==> src/rtl/counter_updown_mod_pkg.sv <==
// Shared constants for the up/down counter slice.
//   MODE_WRAP / MODE_SAT : encodings of the sat_mode input
//   DIR_DOWN  / DIR_UP   : encodings of the up_down input
package counter_pkg;

  localparam logic MODE_WRAP = 1'b0;
  localparam logic MODE_SAT  = 1'b1;

  localparam logic DIR_DOWN  = 1'b0;
  localparam logic DIR_UP    = 1'b1;

endpackage : counter_pkg

==> src/rtl/counter_updown_mod_if.sv <==
// Control/status bundle of the up/down counter.
// Ports (all plain level signals, no handshake; sampled at the rising clock):
//   load, in         : synchronous load of a value (clamped to limit)
//   up_down          : 1 = up, 0 = down
//   count_en, step   : count enable and step size
//   limit            : terminal value, count range 0..limit
//   sat_mode         : 1 = saturate, 0 = wrap modulo limit+1
//   ovf_clr          : clear of the sticky overflow flag
//   count, carry, tc, ovf_sticky : status returned by the counter
// master = controlling logic, slave = the counter.
interface counter_updown_mod_if #(
  parameter int WIDTH  = 8,
  parameter int STEP_W = 4
);

  logic              load;
  logic [WIDTH-1:0]  in;
  logic              up_down;
  logic              count_en;
  logic [STEP_W-1:0] step;
  logic [WIDTH-1:0]  limit;
  logic              sat_mode;
  logic              ovf_clr;
  logic [WIDTH-1:0]  count;
  logic              carry;
  logic              tc;
  logic              ovf_sticky;

  modport master (
    output load, in, up_down, count_en, step, limit, sat_mode, ovf_clr,
    input  count, carry, tc, ovf_sticky
  );

  modport slave (
    input  load, in, up_down, count_en, step, limit, sat_mode, ovf_clr,
    output count, carry, tc, ovf_sticky
  );

endinterface : counter_updown_mod_if

==> src/rtl/counter_updown_mod_next_calc.sv <==
// Combinational next-count calculator.
// Ports:
//   count, step, limit, up_down, sat_mode : current state and controls
//   next_count : count value after one enabled step
//   is_event   : the step wrapped or clipped at a bound
// All arithmetic is done at WIDTH+1 bits so sums and differences are
// compared without truncation. Assumes STEP_W <= WIDTH.
module counter_next_calc
  import counter_pkg::*;
#(
  parameter int WIDTH  = 8,
  parameter int STEP_W = 4
) (
  input  logic [WIDTH-1:0]  count,
  input  logic [STEP_W-1:0] step,
  input  logic [WIDTH-1:0]  limit,
  input  logic              up_down,
  input  logic              sat_mode,
  output logic [WIDTH-1:0]  next_count,
  output logic              is_event
);

  logic [WIDTH:0] cnt_x;
  logic [WIDTH:0] lim_x;
  logic [WIDTH:0] step_x;
  logic [WIDTH:0] mod_x;
  logic [WIDTH:0] sum_x;
  logic           sat_eff;

  always_comb begin
    cnt_x  = {1'b0, count};
    lim_x  = {1'b0, limit};
    step_x = (WIDTH+1)'(step);
    mod_x  = lim_x + 1'b1;
    // A step larger than the whole range cannot wrap meaningfully.
    sat_eff = (sat_mode == MODE_SAT) || (step_x > lim_x);

    sum_x      = cnt_x;
    is_event   = 1'b0;
    next_count = count;

    if (step_x == '0) begin
      is_event = 1'b0;
    end else if (cnt_x > lim_x) begin
      // Limit was lowered under the current count.
      is_event   = 1'b1;
      next_count = sat_eff ? limit : '0;
    end else if (up_down == DIR_UP) begin
      sum_x = cnt_x + step_x;
      if (sum_x <= lim_x) begin
        next_count = sum_x[WIDTH-1:0];
      end else begin
        is_event = 1'b1;
        if (sat_eff) begin
          next_count = limit;
        end else begin
          sum_x      = sum_x - mod_x;
          next_count = sum_x[WIDTH-1:0];
        end
      end
    end else begin
      if (step_x <= cnt_x) begin
        sum_x      = cnt_x - step_x;
        next_count = sum_x[WIDTH-1:0];
      end else begin
        is_event = 1'b1;
        if (sat_eff) begin
          next_count = '0;
        end else begin
          sum_x      = cnt_x + mod_x - step_x;
          next_count = sum_x[WIDTH-1:0];
        end
      end
    end
  end

endmodule : counter_next_calc

==> src/rtl/counter_updown_mod.sv <==
// Up/down counter with programmable limit, variable step, wrap or
// saturate mode, registered terminal-count pulse and sticky overflow.
// Ports:
//   clk     : rising-edge clock
//   reset_n : asynchronous active-low reset
//   bus     : counter_updown_mod_if slave modport (controls in, status out)
// Priority at each edge: load > count enable > hold.
// carry is combinational from count, up_down and limit.
module counter_updown_mod
  import counter_pkg::*;
#(
  parameter int WIDTH  = 8,
  parameter int STEP_W = 4
) (
  input  logic clk,
  input  logic reset_n,
  counter_updown_mod_if.slave bus
);

  logic [WIDTH-1:0] count_q, count_d;
  logic             tc_q, tc_d;
  logic             ovf_q, ovf_d;
  logic [WIDTH-1:0] calc_next;
  logic             calc_event;

  counter_next_calc #(
    .WIDTH  (WIDTH),
    .STEP_W (STEP_W)
  ) u_next_calc (
    .count      (count_q),
    .step       (bus.step),
    .limit      (bus.limit),
    .up_down    (bus.up_down),
    .sat_mode   (bus.sat_mode),
    .next_count (calc_next),
    .is_event   (calc_event)
  );

  always_comb begin
    count_d = count_q;
    tc_d    = 1'b0;
    // A coincident event overrides the clear below.
    ovf_d   = ovf_q & ~bus.ovf_clr;
    if (bus.load) begin
      // Silent clamp: no tc, no overflow.
      count_d = (bus.in > bus.limit) ? bus.limit : bus.in;
    end else if (bus.count_en && (bus.step != '0)) begin
      count_d = calc_next;
      if (calc_event) begin
        tc_d  = 1'b1;
        ovf_d = 1'b1;
      end
    end
  end

  always_ff @(posedge clk or negedge reset_n) begin
    if (!reset_n) begin
      count_q <= '0;
      tc_q    <= 1'b0;
      ovf_q   <= 1'b0;
    end else begin
      count_q <= count_d;
      tc_q    <= tc_d;
      ovf_q   <= ovf_d;
    end
  end

  assign bus.count      = count_q;
  assign bus.tc         = tc_q;
  assign bus.ovf_sticky = ovf_q;
  assign bus.carry      = (bus.up_down == DIR_UP) ? (count_q == bus.limit)
                                                  : (count_q == '0);

endmodule : counter_updown_mod

==> src/flat_wrapper.sv <==
// flat-port wrapper written by rule: the top's interface ports become plain ports
module counter_updown_mod_flat import counter_pkg::*;
#(
  parameter int WIDTH  = 8,
  parameter int STEP_W = 4
)
  (clk, reset_n, bus_load, bus_in, bus_up_down, bus_count_en, bus_step, bus_limit, bus_sat_mode, bus_ovf_clr, bus_count, bus_carry, bus_tc, bus_ovf_sticky);
  counter_updown_mod_if #(.WIDTH(WIDTH), .STEP_W(STEP_W)) bus_i ();
  input  logic clk;
  input  logic reset_n;
  input wire logic [$bits(bus_i.load)-1:0] bus_load;
  input wire logic [$bits(bus_i.in)-1:0] bus_in;
  input wire logic [$bits(bus_i.up_down)-1:0] bus_up_down;
  input wire logic [$bits(bus_i.count_en)-1:0] bus_count_en;
  input wire logic [$bits(bus_i.step)-1:0] bus_step;
  input wire logic [$bits(bus_i.limit)-1:0] bus_limit;
  input wire logic [$bits(bus_i.sat_mode)-1:0] bus_sat_mode;
  input wire logic [$bits(bus_i.ovf_clr)-1:0] bus_ovf_clr;
  output wire logic [$bits(bus_i.count)-1:0] bus_count;
  output wire logic [$bits(bus_i.carry)-1:0] bus_carry;
  output wire logic [$bits(bus_i.tc)-1:0] bus_tc;
  output wire logic [$bits(bus_i.ovf_sticky)-1:0] bus_ovf_sticky;
  assign bus_i.load = bus_load;
  assign bus_i.in = bus_in;
  assign bus_i.up_down = bus_up_down;
  assign bus_i.count_en = bus_count_en;
  assign bus_i.step = bus_step;
  assign bus_i.limit = bus_limit;
  assign bus_i.sat_mode = bus_sat_mode;
  assign bus_i.ovf_clr = bus_ovf_clr;
  assign bus_count = bus_i.count;
  assign bus_carry = bus_i.carry;
  assign bus_tc = bus_i.tc;
  assign bus_ovf_sticky = bus_i.ovf_sticky;
  counter_updown_mod #(.WIDTH(WIDTH), .STEP_W(STEP_W)) u_core (.clk(clk), .reset_n(reset_n), .bus(bus_i));
endmodule
==> config.mk <==
export PLATFORM = sky130hd
export DESIGN_NAME = counter_updown_mod_flat
export DESIGN_NICKNAME = d
export VERILOG_FILES = /design/src/rtl/counter_updown_mod_pkg.sv /design/src/rtl/counter_updown_mod_if.sv /design/src/rtl/counter_updown_mod_next_calc.sv /design/src/rtl/counter_updown_mod.sv /design/src/flat_wrapper.sv
export SDC_FILE = /design/constraint.sdc
export NUM_CORES = 1
export LEC_CHECK = 0
export BUFFER_PORTS_ARGS = -buffer_cell sky130_fd_sc_hd__buf_2
export CAP_MARGIN = 20
export CELL_PAD_IN_SITES_DETAIL_PLACEMENT = 1
export CELL_PAD_IN_SITES_GLOBAL_PLACEMENT = 1
export CORE_ASPECT_RATIO = 0.8
export CORE_MARGIN = 10
export CORE_UTILIZATION = 46
export CTS_BUF_LIST = sky130_fd_sc_hd__clkbuf_8
export CTS_CLUSTER_DIAMETER = 60
export DETAILED_ROUTE_END_ITERATION = 8
export PLACE_DENSITY = 0.89
export SLEW_MARGIN = 20
export SYNTH_ARGS = -nofsm -noshare
export SYNTH_HDL_FRONTEND = slang
export SYNTH_SLANG_ARGS = --single-unit
==> constraint.sdc <==
create_clock -name clk -period 4.5 [get_ports clk]
set_input_delay 0.675 -clock clk [delete_from_list [all_inputs] [get_ports clk]]
set_output_delay 0.675 -clock clk [all_outputs]
set_load 0.03 [all_outputs]
==> results.tsv <==
metric	value	unit
status	completed	
grt total ovfl	0	
Register Area	250	µm²
# IOs	38	
CTS tree	yes	
post-cts gate resize count	0	
Setup CP Type	input port to flop	
FP Rows	26	
Wirelength per Cell	22.8	µm
Worst Setup End Kind	flop	
layout cell share with drive strength beyond 1	16.7	%
largest net degree at the start of global routing	20	
final design utilization	52.2	%
drt pass-1 iters	4	
area delta synth->final	10.4	%
Flop pwr share	10.8	%
Post-synth EDFFs	0	
Via-to-Cell Ratio	6.39	
Clock Path Buffers	2	
Synth area leader	ha_1	
Layout Nets	496	
CTS root buffer	clkbuf_8	
hold crit path type	input port to asynchronous set/reset pin	
Port Buf Inserts	37	
most common cell in the netlist	ha_1	
post-synthesis sequential area ratio	8.30	%
area of the multi-input gates	0.00256	mm²
Cell Int Power	0.000719	W
Critical Path Fanout Max	14	
initial core utilization	47.3	%
Clock Skew	0.00119	ns
max_slew headroom	53.7	%
vias in the first global route	3225	
Top FF cell, synth	dfrtp_1	
Placed Area	0.00327	mm²
clock latency on the worst-skew pair	0.25	ns
DP HPWL	9.25	mm
global-route wire length before repair	18.2	mm
Required @ worst endpoint	4.61	ns
CTS Sinks	10	
RSZ-0062 raised after global routing	no	
Final Total Pwr	0.00160	W
Starting DRT DRC Count	233	
Syn Area/Cell	8.08	µm²
setup TNS	0	ns
MaxCap Viol Count	0	
Comb power frac	81.7	%
Synth cell types	69	
number of synthesized register bits	10	
initial antenna violation count	0	
htree depth	1	
Core Footprint	0.00638	mm²
clock transition at the registers of the reported paths	0.05	ns
Clk network pwr share	7.5	%
share of the synthesized area in the top cell type	22.8	%
Psw	0.000882	W
setup violators final	0	
Die W	111	µm
DRC Markers	0	
Place WS	0.126	ns
post-CTS setup buffers	0	
FMAX	240	MHz
CP Launch Type	input port	
maximum vdd drop	0.278	mV
Commonest cells post-synth	ha_1, inv_1, a21oi_1, xnor2_1, nand2_1	
crit path DAT	4.27	ns
Hold-fix buffers, CTS	0	
Die Ht	92.4	µm
Post-Syn Area	0.00301	mm²
Final ANT Viol Nets	0	
synth top area cells	ha_1, dfrtp_1, xnor2_1	
final hold vios	0	
Ant. Diodes	0	
Period minus WS final	4.16	ns
P_leak	1.56	nW
Num CTS Buffers	3	
Max Slew Vio Count	0	
asr flop ratio synth	100	%
cell count after synthesis	373	
post-route cell area	0.00333	mm²
final cycle utilization of the critical path	92.5	%
Pwr Density	481	mW/mm²
Ys Warns	0	
worst slew pin tran	0.685	ns
GRT Total Usage	21.7	%
GPL Wtd Cong	0.962	
final setup margin	0.336	ns
Die ar.	0.0102	mm²
switching share of power	55.1	%
FILL cells	812	
Mapped Nets	462	
routed vias	3130	
final WL	11.2	mm
-- layout by cell type, fill, tap and decap left out, types with 3 or more instances in the layout --
master,n
buf_4,3
a221oi_1,5
o21a_1,4
a211oi_1,4
nand4_1,7
a221o_1,4
o211ai_1,4
dfrtp_1,10
mux2i_1,8
nand2b_1,6
and3_1,3
ha_1,55
and2_1,4
o21ai_0,15
nor3_1,13
a21oi_1,25
fa_1,7
nor2b_1,5
a21o_1,8
xor2_1,5
buf_2,37
a31oi_1,4
o31ai_1,4
xnor2_1,22
inv_1,39
clkbuf_8,4
nand3_1,10
mux2_2,5
or2_2,3
nor2_1,20
nand2_1,21
-- registers in the layout, indices dropped and copies added, names as in the netlist --
register / cells
u_core.bus.count: 8
u_core.bus.ovf_sticky: 1
u_core.bus.tc: 1
-- per-stage QoR --
stage | std cells | hold slack [ns]
after detailed placement | 486 | 0.495
after global placement | 486 | 0.503
after global routing | 490 | 0.305
after floorplan | 373 | 0.379
after CTS | 490 | 0.297
final | 490 | 0.293
-- final cells by class --
type                    instances  share of cell area [%]
inverters                      39                    4.40
clock buffers                   4                    1.65
flip-flops and latches         10                    7.52
repair buffers                 40                    6.24
multi-input cells             313                    77.0
well taps                      84                    3.16
-- power groups by stage --
stage | clock, W | combinational, W | sequential, W
after floorplan | 0 | 0.000912 | 0.000187
after global placement | 0 | 0.00123 | 0.000171
after detailed placement | 0 | 0.00128 | 0.000171
after CTS | 0.000118 | 0.00129 | 0.000169
after global routing | 0.000123 | 0.00145 | 0.000176
final | 0.000120 | 0.00131 | 0.000173
-- kinds of logic (layout without fill, tap and decap cells) --
family          count (synthesis)  in the layout  share of synthesized area (%)
simple gates                  108            108                           19.6
compound gates                102            102                           24.7
mux                            13             13                           4.52
buf+inv                        50             83                           6.64
flops                          10             10                           8.30
xor+xnor                       28             28                           8.76
fa+ha+maj                      62             62                           27.5
-- routing by layer --
layer	vias up	GRT usage (%)	wire length [µm]
li1	1437	-	-
met1	1545	30.0	5260
met2	123	33.3	4960
met3	25	3.48	698
met4	0	7.68	258
met5	-	0	0
-- path summary, 6_finish.rpt --
check | end | cells past startpoint | startpoint | slack [ns]
setup / recovery | u_core.bus.count[3] | 15 | bus_step[2] | 0.34
hold / removal | u_core.bus.count[1] | 1 | reset_n | 0.29
setup reg to reg | u_core.bus.count[3] | 13 | u_core.bus.count[1] | 0.48
hold reg to reg | u_core.bus.ovf_sticky | 1 | u_core.bus.ovf_sticky | 0.51
max in group asynchronous | u_core.bus.count[6] | 1 | reset_n | 3.99
min in group clk | u_core.bus.ovf_sticky | 1 | u_core.bus.ovf_sticky | 0.51
-- worst max-delay path, stage by stage --
cell,delay [ns]
buf_2,0.15
inv_1,0.09
ha_1,0.41
or3b_4,0.47
a31oi_4,0.20
o21ai_0,0.12
xnor2_1,0.21
ha_1,0.24
a2111oi_0,0.32
o21ai_0,0.16
o221a_2,0.26
o21bai_4,0.26
or2_2,0.32
a21oi_1,0.21
o21ai_0,0.16
(Power assumes the default switching activity.)
